==> config.mk <==
export PLATFORM = sky130hd
export DESIGN_NAME = uart_alu_ctrl
export DESIGN_NICKNAME = d
export VERILOG_FILES = /design/src/rtl/uart_alu_ctrl.sv
export SDC_FILE = /design/constraint.sdc
export NUM_CORES = 1
export LEC_CHECK = 0
export BUFFER_PORTS_ARGS = -buffer_cell sky130_fd_sc_hd__buf_2
export CORE_UTILIZATION = 46
export DETAILED_ROUTE_END_ITERATION = 8
export PLACE_DENSITY = 0.77
export SYNTH_ARGS = -nofsm -noshare
export SYNTH_HDL_FRONTEND = slang
export SYNTH_SLANG_ARGS = --single-unit
export TNS_END_PERCENT = 5
==> constraint.sdc <==
create_clock -name i_clk -period 1.5 [get_ports i_clk]
set_input_delay 0.225 -clock i_clk [delete_from_list [all_inputs] [get_ports i_clk]]
set_output_delay 0.225 -clock i_clk [all_outputs]
set_load 0.05 [all_outputs]
==> src/rtl/uart_alu_ctrl.sv <==
// Frame sequencer between the UART and a combinational ALU: gathers A, B and opcode bytes,
// runs the ALU for one cycle and hands the captured result to the transmitter.
`timescale 1ns/1ps
module uart_alu_ctrl #(
  parameter int NB_DATA       = 8,
  parameter int NB_OP         = 6,
  parameter int NB_TIMEOUT    = 16,
  parameter int TIMEOUT_TICKS = 48000
) (
  input  logic               i_clk,
  input  logic               i_reset,
  input  logic               i_tick,
  input  logic               i_rx_done,
  input  logic [NB_DATA-1:0] i_rx_data,
  input  logic               i_tx_done,
  input  logic [NB_DATA-1:0] i_alu_result,
  output logic [NB_DATA-1:0] o_alu_a,
  output logic [NB_DATA-1:0] o_alu_b,
  output logic [NB_OP-1:0]   o_alu_op,
  output logic               o_tx_start,
  output logic [NB_DATA-1:0] o_tx_data,
  output logic               o_busy,
  output logic               o_timeout_err,
  output logic               o_rx_drop
);

  localparam logic [2:0] ST_WAIT_A  = 3'd0;
  localparam logic [2:0] ST_WAIT_B  = 3'd1;
  localparam logic [2:0] ST_WAIT_OP = 3'd2;
  localparam logic [2:0] ST_EXEC    = 3'd3;
  localparam logic [2:0] ST_SEND    = 3'd4;
  localparam logic [2:0] ST_WAIT_TX = 3'd5;

  localparam logic [NB_TIMEOUT-1:0] TMO_LAST = NB_TIMEOUT'(TIMEOUT_TICKS - 1);

  logic [2:0]            state;
  logic [NB_TIMEOUT-1:0] tmo_cnt;
  logic                  tmo_hit;

  // A received byte always has priority over an expiring tick, so only idle ticks count.
  assign tmo_hit = i_tick && (tmo_cnt == TMO_LAST);

  always_ff @(posedge i_clk) begin
    if (i_reset) begin
      state         <= ST_WAIT_A;
      tmo_cnt       <= '0;
      o_alu_a       <= '0;
      o_alu_b       <= '0;
      o_alu_op      <= '0;
      o_tx_data     <= '0;
      o_timeout_err <= 1'b0;
      o_rx_drop     <= 1'b0;
    end else begin
      o_timeout_err <= 1'b0;
      o_rx_drop     <= 1'b0;
      case (state)
        ST_WAIT_A: begin
          tmo_cnt <= '0;
          if (i_rx_done) begin
            o_alu_a <= i_rx_data;
            state   <= ST_WAIT_B;
          end
        end
        ST_WAIT_B: begin
          if (i_rx_done) begin
            o_alu_b <= i_rx_data;
            tmo_cnt <= '0;
            state   <= ST_WAIT_OP;
          end else if (tmo_hit) begin
            tmo_cnt       <= '0;
            o_timeout_err <= 1'b1;
            state         <= ST_WAIT_A;
          end else if (i_tick) begin
            tmo_cnt <= tmo_cnt + 1'b1;
          end
        end
        ST_WAIT_OP: begin
          if (i_rx_done) begin
            o_alu_op <= i_rx_data[NB_OP-1:0];
            tmo_cnt  <= '0;
            state    <= ST_EXEC;
          end else if (tmo_hit) begin
            tmo_cnt       <= '0;
            o_timeout_err <= 1'b1;
            state         <= ST_WAIT_A;
          end else if (i_tick) begin
            tmo_cnt <= tmo_cnt + 1'b1;
          end
        end
        ST_EXEC: begin
          tmo_cnt   <= '0;
          o_tx_data <= i_alu_result;
          o_rx_drop <= i_rx_done;
          state     <= ST_SEND;
        end
        ST_SEND: begin
          tmo_cnt   <= '0;
          o_rx_drop <= i_rx_done;
          state     <= ST_WAIT_TX;
        end
        ST_WAIT_TX: begin
          tmo_cnt   <= '0;
          o_rx_drop <= i_rx_done;
          if (i_tx_done) state <= ST_WAIT_A;
        end
        default: begin
          tmo_cnt <= '0;
          state   <= ST_WAIT_A;
        end
      endcase
    end
  end

  assign o_tx_start = (state == ST_SEND);
  assign o_busy     = (state == ST_EXEC) || (state == ST_SEND) || (state == ST_WAIT_TX);

endmodule

Word level (Yosys, flattened, before mapping)

Cells that the tools add are included.

Flip-flop bits (word level): 51
Input bits: 21
Word-level logic and storage cells: 39

Add/subtract/negate cells: 1
Eq/ne operators: 8
Muxes and demuxes: 7
Bitwise operators: 2
Reduce and logical (&&, ||, !) cells: 13

Operators with widths:

| kind                    | count |
|---|---|
| $pmux W3 S6             | 1 |
| $add A16 B1 Y16 const B | 1 |
| $eq A16 B16 Y1 const B  | 1 |
| $mux W3                 | 5 |
| $reduce_and A2 Y1       | 4 |
| $eq A3 B2 Y1 const B    | 2 |
| $eq A3 B3 Y1 const B    | 2 |
| $reduce_or A3 Y1        | 2 |
| $ne A2 B2 Y1 const B    | 2 |
| $reduce_or A2 Y1        | 2 |
| $reduce_or A4 Y1        | 1 |
| $eq A3 B1 Y1 const B    | 1 |
| $logic_not A3 Y1        | 1 |
| $logic_or A1 B1 Y1      | 2 |
| $not A1 Y1              | 2 |
| $logic_and A1 B1 Y1     | 1 |
| $mux W1                 | 1 |

Logic depth before layout (Yosys ltp)

Gate-level depths: netlist of run 1.

Word-level depth: 5
Mapped depth: 6
Mapped depth without buffers: 5

Worst setup path before layout of run 1

No wires, ideal clock.

Kind: reg-to-reg
Start: reg tmo_cnt[10]
End: reg tmo_cnt[0]
Data arrival time: 1,538 ps
Data required time: 1,385 ps
Path slack: -152 ps
Cell stages (with the launch flop): 6
Buffers on the path: 1
Period minus slack after synthesis: 1,652 ps
Path through: dfxtp_1 -> or4b_1 -> or3_4 -> o21bai_4 -> buf_6 -> nor2_1

Longest elaborated chain between the ends: 3

Ends and longest elaborated chain:

| what                       | RTL line | RTL |
|---|---|---|
| from (decl)                | 37       | `logic [NB_TIMEOUT-1:0] tmo_cnt;` |
| from (signal assigned)     | 74       | `tmo_cnt <= tmo_cnt + 1'b1;` |
| from (signal assigned)     | 87       | `tmo_cnt <= tmo_cnt + 1'b1;` |
| $eq A16 B16 Y1             | 41       | `assign tmo_hit = i_tick && (tmo_cnt == TMO_LAST);` |
| $logic_and A1 B1 Y1        | 41       |  |
| $reduce_or A4 Y1 (no line) | -        |  |

Every way passes these cells.
A chain may end at the register's enable or synchronous reset.

Worst setup path after layout of run 1

Start: reg tmo_cnt[10]
End: reg tmo_cnt[11]

Longest elaborated chain between the ends: 3
Elaborated cells on any way between the ends: 4

Ends and longest elaborated chain:

| what |
|---|
| parallel branches: the longest is 3 deep, another holds $add A16 B1 Y16 |

Several ways; the timed one is not identified.

==> impl_results.md, run 1 <==
- Fin. Hold Viols: 0
- Vias: 1775
- Nets@finish: 325
- Largest net degree at the start of global routing: 35
- Die area: 4720 um2
- Syn. warnings: 0
- Area occupied by multi-input gates: around 970 um2
- Setup ws final: -157 ps
- RD Place Congestion: roughly 0.8
- TritonCTS clock tree: yes
- Final wirelength: a little over 4000 um
- # hold bufs at CTS: 0
- CTS resizes: 0
- Worst Setup Path Type: flop to flop
- Area grow syn2layout: 27.6%
- Worst skew pair latency: 300 ps
- Synth cell types: 31
- Clk pwr share: 23.7%
- Setup crit end kind: flop
- Setup Fix Bufs, Post-CTS: 0
- Sequential Power Share: between 40% and 50%
- Storage element area: 1020 um2
- Final setup viols: 17
- RSZ-0062 raised after global routing: yes
- Sequential fraction of the synthesis area: 49.9%
- Post-DP Area: ~2500 um2
- Hpwl dp: 3020 um
- Antenna Cells: 0
- DR vias/cell: 5.01
- Pre-antenna DRT Iters: 4
- CTS Root Cell: clkbuf_8
- Total Power: 3.26 mW
- Port-buffer cells: 54
- Place WS: -153 ps
- Relative slew margins: 75.3%
- Layout cells sized above 1: 29.9%
- CP startpoint kind: flop
- Syn Nets: 250
- Fin cells: 354
- Max VDD drop: about 0.70 mV
- Design area: 2610 um2
- Initial antenna violation count: 0
- Internal: between 2 and 2.5 mW
- Avg WL per Cell: 11.5 um
- Failing checks: negative setup slack
- Final Util: ~63%
- Max-cap violations: 0
- Worst Skew: 9.66 ps
- Vias in the first global route: between 1500 and 2000
- Core Area: 4140 um2
- Pins Over Slew Limit: 0
- Syn Inst Count: 228
- Fmax: 603 MHz
- Mapped Area: 2050 um2
- Data required, critical path: around 1700 ps
- Placed Cells incl. Taps: 346
- Slew @ Worst Pin: ~370 ps
- Total CTS buffers: 5
- Global router's overall resource usage: 18.0%
- Worst-path clk slew: 100 ps
- Switching portion of total power: 35.0%
- Longest Clk Path Bufs: 2
- # IOs: 55
- Initial DRC Count: 74
- # fillers: 374
- Crit path DAT: 1850 ps
- Period utilisation layout: 110%
- Global route overflow: 0
- ANT nets after route: 0
- Die Wd: ~70 um
- Min Tclk post-route: 1660 ps
- P_sw: approximately 1.1 mW
- Setup total negative slack: -2510 ps
- Clock sinks: a little over 50
- Outcome: finished, violations left
- CP Max Fanout: 16
- Die Y: between 60 and 70 um
- Avg Inst Size Synth: 8.97 um2
- Worst min path class: input port to flop
- Starting Density: 49.4%
- DRC violations left: 0
- First-pass GRT wire length: 6290 um
- Std cell rows: 23
- Leakage power: about 1.1 nW
- H-tree Lvls: 2
- Final hold slack: 152 ps
- Logic gate share of total power: 29.5%
- Synth Register Bits: just over 50
- Power per cell area: 1250 nW/um2
final cells by class:
type | instances | share of cell area [%]
Tap cell | 50 | 2.40
Clock buffer | 5 | 2.64
Sequential cell | 51 | 39.1
Multi-Input combinational cell | 167 | 37.2
Clock inverter | 3 | 0.719
Timing Repair Buffer | 77 | 17.8
Inverter | 1 | 0.144
worst max-delay path, cell delays in order, from the launching register on:
cell and delay, ps:
dfxtp_1 320, or4b_1 510, or3_4 370, o21bai_4 150, buf_12 150, nor2_1 50
path summary, 6_finish.rpt:
| path | startpoint | endpoint | slack, ps | depth (start not counted) |
|---|---|---|---|---|
| worst max register to register | tmo_cnt[10] | tmo_cnt[11] | -160 | 5 |
| worst min register to register | o_alu_a[4] | o_alu_a[4] | 460 | 2 |
| worst max-delay path | tmo_cnt[10] | tmo_cnt[11] | -160 | 5 |
| worst min-delay path | i_alu_result[2] | o_tx_data[2] | 150 | 3 |
flip-flops by register name, indices dropped and copies added, names as in the netlist:
register and flops:
state 3, o_alu_b 8, o_tx_data 8, o_timeout_err 1
o_alu_op 6, o_rx_drop 1, tmo_cnt 16, o_alu_a 8
power groups by stage:
| stage | clock network (mW) | registers, mW | logic, mW |
|---|---|---|---|
| 4_1_cts | 0.803 | 1.52 | 0.953 |
| 3_5_place_dp | 0 | 1.55 | 0.951 |
| 5_1_grt | 0.852 | 1.54 | 1.03 |
| 6_report | 0.771 | 1.52 | 0.961 |
| 3_3_place_gp | 0 | 1.55 | 0.940 |
| 2_1_floorplan | 0 | 1.85 | 0.384 |
layout by cell type, fill, tap and decap left out, types with 2 or more instances in the layout:
| cell | netlist | layout |
|---|---|---|
| a21oi_1 | 18 | 18 |
| and4_1 | 2 | 2 |
| buf_2 | 1 | 52 |
| buf_4 | 0 | 23 |
| clkbuf_8 | 0 | 5 |
| clkinv_2 | 0 | 2 |
| dfxtp_1 | 51 | 51 |
| mux2i_1 | 15 | 15 |
| nand2_1 | 38 | 38 |
| nand2b_1 | 2 | 2 |
| nand3_1 | 9 | 9 |
| nand3b_1 | 2 | 2 |
| nand4_1 | 5 | 5 |
| nor2_1 | 35 | 35 |
| nor3_1 | 6 | 6 |
| nor3b_2 | 2 | 2 |
| nor4_1 | 4 | 4 |
| o211ai_1 | 2 | 2 |
| o21ai_0 | 2 | 2 |
| xnor2_1 | 11 | 11 |
| xor2_1 | 4 | 4 |
synthesized netlist by cell type, drive strengths merged:
cell / count / area share [%]
dfxtp: 51 / 50
nand2: 38 / 7.0
nor2: 35 / 6.4
a21oi: 18 / 4.4
mux2i: 15 / 7.3
xnor2: 11 / 4.7
nand3: 9 / 2.2
clkbuf: 6 / 1.1
nor3: 6 / 1.5
nand4: 5 / 1.5
nor4: 4 / 1.2
xor2: 4 / 1.7
buf: 3 / 1.3
and2b: 2 / 0.80
and4: 2 / 0.86
nand2b: 2 / 0.61
nand3b: 2 / 0.73
nor3b: 2 / 1.2
o211ai: 2 / 0.73
o21ai: 2 / 0.49
or3: 2 / 0.86
a21o: 1 / 0.37
and3: 1 / 0.37
and3b: 1 / 0.43
ha: 1 / 0.61
inv: 1 / 0.18
o21bai: 1 / 0.92
or4b: 1 / 0.49
cells by family after synthesis:
kind of cell	Yosys count	synth area share, %
xor gates and xnor gates	15	6.42
buffers and inverters	10	2.63
DFF	51	49.9
muxes	15	7.34
adders and majority gates	1	0.612
AOI/OAI and AO/OA	24	6.91
and+or+nand+nor	112	26.2
metal layers:
layer	global-route usage, %	part of all wire, %	up-vias
met1	22.6	48	815
met2	29.4	47	34
met4	7.03	0.84	0
met3	4.28	3.8	2
li1	-	-	924
met5	0	0	-
Note: power is estimated with default switching activity, not from simulation.
==> run 2, diff against run 1 <==
==> config.mk (replaced) <==
export PLATFORM = sky130hd
export DESIGN_NAME = uart_alu_ctrl
export DESIGN_NICKNAME = d
export VERILOG_FILES = /design/src/rtl/uart_alu_ctrl.sv
export SDC_FILE = /design/constraint.sdc
export NUM_CORES = 1
export LEC_CHECK = 0
export CAP_MARGIN = 20
export CORE_UTILIZATION = 55
export DETAILED_ROUTE_END_ITERATION = 8
export DONT_BUFFER_PORTS = 1
export PLACE_DENSITY = 0.76
export SYNTH_ARGS = -nofsm -noshare
export SYNTH_HDL_FRONTEND = slang
export SYNTH_SLANG_ARGS = --single-unit
export TNS_END_PERCENT = 5
==> impl_results.md, run 2 (synthesis results as in run 1) <==
- Outcome: finished, violations left (unchanged)
- Failing checks: negative setup slack (unchanged)
- Internal: 2.10 mW (was 2.12 mW)
- Leakage power: 0.956 nW (was 1.15 nW)
- Fin. Hold Viols: 0 (unchanged)
- First-pass GRT wire length: 6720 um (was 6290 um)
- Worst path bufs/invs: 1 (unchanged)
- Most frequent cells in the layout: dfxtp_1 (50), nand2_1 (37), nor2_1 (34), buf_4 (30), a21oi_1 (18) (was buf_2 (52), dfxtp_1 (51), nand2_1 (38), nor2_1 (35), buf_4 (23))
- Worst min path class: input port to flop (unchanged)
- Setup ws final: -164 ps (was -157 ps)
- Final setup viols: 17 (unchanged)
- Antenna Cells: 0 (unchanged)
- CP delay by family, top: simple AND/OR/NAND/NOR gates (unchanged)
- Setup total negative slack: -2570 ps (was -2510 ps)
- Data required, critical path: 1690 ps (about the same)
- Worst-path clk slew: 90 ps (was 100 ps)
- Area grow syn2layout: 20.4% (was 27.6%)
- Crit path DAT: 1850 ps (about the same)
- Commonest non-fill, non-tap cell in the layout: dfxtp_1 (was buf_2)
- P_sw: 1.11 mW (was 1.14 mW)
- Die area: 3970 um2 (was 4720 um2)
- Avg WL per Cell: 13.0 um (was 11.5 um)
- Max VDD drop: 0.948 mV (was 0.698 mV)
- Initial DRC Count: 90 (was 74)
- Place WS: -151 ps (was -153 ps)
- Pre-antenna DRT Iters: 4 (unchanged)
- Starting Density: 59.4% (was 49.4%)
- Final Util: 71.5% (was 63.0%)
- Longest Clk Path Bufs: 2 (unchanged)
- TritonCTS clock tree: yes (unchanged)
- Design area: 2460 um2 (was 2610 um2)
- Vias: 1657 (was 1775)
- Clock sinks: 51 (unchanged)
- ANT nets after route: 0 (unchanged)
- Clk pwr share: 23.4% (was 23.7%)
- Final wirelength: 4010 um (was 4060 um)
- H-tree Lvls: 2 (unchanged)
- Total CTS buffers: 5 (unchanged)
- Fmax: 601 MHz (was 603 MHz)
- Hpwl dp: 2830 um (was 3020 um)
- Relative slew margins: 64.6% (was 75.3%)
- Most flop-heavy register: tmo_cnt (unchanged)
- Post-DP Area: 2310 um2 (was 2510 um2)
- Slew @ Worst Pin: 530 ps (was 370 ps)
- CP max stage cell: or4b_1 (unchanged)
- Setup crit end kind: flop (unchanged)
- RD Place Congestion: 0.791 (was 0.801)
- RSZ-0062 raised after global routing: yes (unchanged)
- Sequential Power Share: 53.9% (was 46.8%)
- Crit-path max cell delay: 520 ps (was 510 ps)
- Power per cell area: 1300 nW/um2 (was 1250 nW/um2)
- # IOs: 55 (unchanged)
- Worst Skew: 6.64 ps (was 9.66 ps)
- Global route overflow: 0 (unchanged)
- CTS Root Cell: clkbuf_8 (unchanged)
- Vias in the first global route: 1524 (was 1501)
- DRC violations left: 0 (unchanged)
- Std cell rows: 21 (was 23)
- Largest register FFs: 16 (unchanged)
- Final hold slack: 26.0 ps (was 152 ps)
- Logic gate share of total power: 22.6% (was 29.5%)
- Layout cells sized above 1: 19.8% (was 29.9%)
- Pins Over Slew Limit: 0 (unchanged)
- Largest net degree at the start of global routing: 32 (was 35)
- Nets@finish: 283 (was 325)
- Switching portion of total power: 34.7% (was 35.0%)
- Worst skew pair latency: 290 ps (was 300 ps)
- DR vias/cell: 5.38 (was 5.01)
- Period utilisation layout: 111% (was 110%)
- CP Max Fanout: 16 (unchanged)
- Core Area: 3440 um2 (was 4140 um2)
- Initial antenna violation count: 0 (unchanged)
- Max-cap violations: 0 (unchanged)
- Global router's overall resource usage: 21.4% (was 18.0%)
- Min Tclk post-route: 1660 ps (about the same)
- Port-buffer cells: 0 (was 54)
- Crit-path cells: or4b_1 > or3_4 > o21bai_4 > buf_12 > nor2_1 (unchanged)
- CP startpoint kind: flop (unchanged)
- Worst Setup Path Type: flop to flop (unchanged)
- Die Y: 63.0 um (was 68.7 um)
- Die Wd: 63.0 um (was 68.7 um)
## run 2: cell count changes in the layout (fill, tap and decap cells not counted), sizes merged
cell,change
buf,-43
clkbuf,+1
clkinv,-1
clkinvlp,+1
dlygate4sd3,+1
inv,-1
## run 2: path summary, 6_finish.rpt
kind                                  start          to  slack [ps]  cells past startpoint
worst min-delay path                i_reset    state[0]          30                      1
worst min register to register   o_alu_b[0]  o_alu_b[0]         470                      2
worst max-delay path            tmo_cnt[10]  tmo_cnt[6]        -160                      5
worst max register to register  tmo_cnt[10]  tmo_cnt[6]        -160                      5
## run 2: cell type report
type / instances / area (um2)
sequential: 51 / 1020
multi-input combinational: 167 / 988
fill: 276 / 980
timing repair buffer: 35 / 305
clock buffer: 6 / 72.6
tap: 46 / 57.6
clock inverter: 2 / 12.5
inverter: 1 / 3.75
## run 2: metal layers
layer | share of wire [%] | up-vias | wire length [um] | global-route usage [%]
li1 | - | 834 | - | -
met2 | 49 | 44 | 1950 | 34.9
met4 | 0.57 | 0 | 23 | 6.10
met1 | 45 | 777 | 1820 | 27.0
met3 | 5.3 | 2 | 211 | 6.39
met5 | 0 | - | 0 | 0
## run 2: what timing repair did
action	in CTS	in global routing
setup buffers	0	0
hold buffers	1	0
endpoints found under the setup margin	19	25
resized for setup	3	5
endpoints found under the hold margin	31	0
## run 2: metrics by stage
stage               power, mW  cells
finish                   3.21    308
CTS                      3.20    307
detailed placement       2.43    298
global route             3.36    308
global placement         2.42    298
floorplan                2.23    228
## run 2: power by group through the flow
stage | sequential (mW) | clock [mW] | combinational [mW]
2_1_floorplan | 1.85 | 0 | 0.384
3_3_place_gp | 1.76 | 0 | 0.660
3_5_place_dp | 1.76 | 0 | 0.670
4_1_cts | 1.73 | 0.767 | 0.700
5_1_grt | 1.74 | 0.820 | 0.794
6_report | 1.73 | 0.752 | 0.726
==> run 3, diff against run 2 <==
--- a/config.mk
+++ b/config.mk
@@ -9,7 +9,8 @@
 export CORE_UTILIZATION = 55
 export DETAILED_ROUTE_END_ITERATION = 8
 export DONT_BUFFER_PORTS = 1
-export PLACE_DENSITY = 0.76
+export PLACE_DENSITY = 0.73
+export SETUP_SLACK_MARGIN = 0.3
 export SYNTH_ARGS = -nofsm -noshare
 export SYNTH_HDL_FRONTEND = slang
 export SYNTH_SLANG_ARGS = --single-unit
==> impl_results.md, run 3 (synthesis results as in run 1) <==
- Setup crit end kind: flop (unchanged)
- Hpwl dp: 3290 um (was 2830 um)
- CP Max Fanout: 16 (unchanged)
- DR vias/cell: 5.74 (was 5.38)
- Largest net degree at the start of global routing: 32 (unchanged)
- Max VDD drop: 0.975 mV (was 0.948 mV)
- Worst-path clk slew: 100 ps (was 90 ps)
- Die Wd: 63.0 um (unchanged)
- Most flop-heavy register: tmo_cnt (unchanged)
- Worst Setup Path Type: flop to flop (unchanged)
- Area grow syn2layout: 25.7% (was 20.4%)
- First-pass GRT wire length: 7650 um (was 6720 um)
- RSZ-0062 raised after global routing: yes (unchanged)
- RD Place Congestion: 0.771 (was 0.791)
- Clock sinks: 51 (unchanged)
- Vias: 1752 (was 1657)
- # fillers: 229 (was 276)
- Storage element area: 1050 um2 (was 1020 um2)
- Starting Density: 59.4% (unchanged)
- Commonest non-fill, non-tap cell in the layout: nor2_1 (was dfxtp_1)
- Failing checks: negative setup slack (unchanged)
- ANT nets after route: 0 (unchanged)
- Pins Over Slew Limit: 0 (unchanged)
- Final Util: 74.7% (was 71.5%)
- Global router's overall resource usage: 24.9% (was 21.4%)
- # IOs: 55 (unchanged)
- Die area: 3970 um2 (unchanged)
- Initial antenna violation count: 0 (unchanged)
- Antenna Cells: 0 (unchanged)
- Leakage power: 0.977 nW (was 0.956 nW)
- Nets@finish: 280 (was 283)
- H-tree Lvls: 2 (unchanged)
- Std cell rows: 21 (unchanged)
- Switching portion of total power: 33.8% (was 34.7%)
- Die Y: 63.0 um (unchanged)
- Place WS: -136 ps (was -151 ps)
- Largest register FFs: 16 (unchanged)
- Max-cap violations: 0 (unchanged)
- Pre-antenna DRT Iters: 4 (unchanged)
- Sequential Power Share: 49.0% (was 53.9%)
- Fmax: 608 MHz (was 601 MHz)
- Setup ws final: -144 ps (was -164 ps)
- Global route overflow: 0 (unchanged)
- Logic gate share of total power: 22.9% (was 22.6%)
- Initial DRC Count: 156 (was 90)
- Period utilisation layout: 110% (was 111%)
- Final wirelength: 4910 um (was 4010 um)
- TritonCTS clock tree: yes (unchanged)
- Final setup viols: 19 (was 17)
- Outcome: finished, violations left (unchanged)
- CTS Root Cell: clkbuf_8 (unchanged)
- Longest Clk Path Bufs: 2 (unchanged)
- DRC violations left: 0 (unchanged)
- Port-buffer cells: 0 (unchanged)
- Internal: 2.38 mW (was 2.10 mW)
- Fin. Hold Viols: 0 (unchanged)
- Worst min path class: input port to flop (unchanged)
- Slew @ Worst Pin: 1280 ps (was 530 ps)
- Total CTS buffers: 5 (unchanged)
- CP startpoint kind: flop (unchanged)
- Final hold slack: 37.4 ps (was 26.0 ps)
- Worst Skew: 8.44 ps (was 6.64 ps)
- Vias in the first global route: 1804 (was 1524)
- Crit path DAT: 1850 ps (about the same)
- Power per cell area: 1400 nW/um2 (was 1300 nW/um2)
- Data required, critical path: 1700 ps (was 1690 ps)
- Total Power: 3.60 mW (was 3.21 mW)
- P_sw: 1.22 mW (was 1.11 mW)
- Min Tclk post-route: 1640 ps (was 1660 ps)
- Area occupied by multi-input gates: 1050 um2 (was 988 um2)
- Clk pwr share: 28.1% (was 23.4%)
- Core Area: 3440 um2 (unchanged)
- Relative slew margins: 14.7% (was 64.6%)
- Worst skew pair latency: 310 ps (was 290 ps)
- Most frequent cells in the layout: nor2_1 (34), nand2_1 (31), dfxtp_1 (27), dfxtp_2 (23), buf_4 (23) (was dfxtp_1 (50), nand2_1 (37), nor2_1 (34), buf_4 (30), a21oi_1 (18))
- Layout cells sized above 1: 34.4% (was 19.8%)
- Avg WL per Cell: 16.1 um (was 13.0 um)
==> run 3: path summary, 6_finish.rpt <==
| kind | from | end | slack [ps] | cells after the start |
|---|---|---|---|---|
| worst min-delay path | i_rx_data[2] | o_alu_b[2] | 40 | 2 |
| worst max register to register | tmo_cnt[10] | tmo_cnt[13] | -140 | 5 |
| worst max-delay path | tmo_cnt[10] | tmo_cnt[13] | -140 | 5 |
| worst min register to register | o_alu_b[4] | o_alu_b[4] | 490 | 2 |
==> run 3: stage by stage <==
| step | setup TNS, ps | instance area, um2 | std cells |
|---|---|---|---|
| after detailed placement | -2170 | 2290 | 295 |
| after floorplan | -1750 | 2050 | 228 |
| final | -2360 | 2570 | 305 |
| after global routing | -3520 | 2570 | 305 |
| after global placement | -1530 | 2290 | 295 |
| after CTS | -2410 | 2470 | 305 |
==> run 3: worst max-delay path, stage by stage, from the launching register on <==
cell      delay, ps
dfxtp_1         320
or4b_1          510
or3_4           360
o21bai_4        140
buf_12          150
nor2_1           50
==> run 3: final cells by class <==
cell class	count	share of cell area (%)
Clock buffer	6	3.21
Clock inverter	2	1.51
Inverter	1	0.146
Multi-Input combinational cell	167	40.8
Sequential cell	51	41.0
Tap cell	46	2.24
Timing Repair Buffer	32	11.1
==> run 3: power groups by stage <==
stage	Clock, mW	Sequential, mW	Combinational (mW)
after global routing	1.08	1.78	0.871
final	1.01	1.76	0.825
after global placement	0	1.76	0.657
after detailed placement	0	1.77	0.689
after CTS	1.02	1.74	0.740
after floorplan	0	1.85	0.384
==> run 3: what timing repair did <==
action,4_1_cts,5_1_grt
setup endpoints to repair,44,72
gates cloned,0,0
setup buffers,0,0
hold endpoints to repair,31,0
hold buffers,2,0
pin swaps,8,34
resized for setup,11,46
==> run 3: layer usage <==
metal / vias to the layer above / global-route usage [%] / part of all wire (%)
met1: 846 / 25.9 / 40
met2: 64 / 45.7 / 52
met3: 14 / 7.12 / 5.7
li1: 828 / - / -
met5: - / 0 / 0
met4: 0 / 10.8 / 2.5
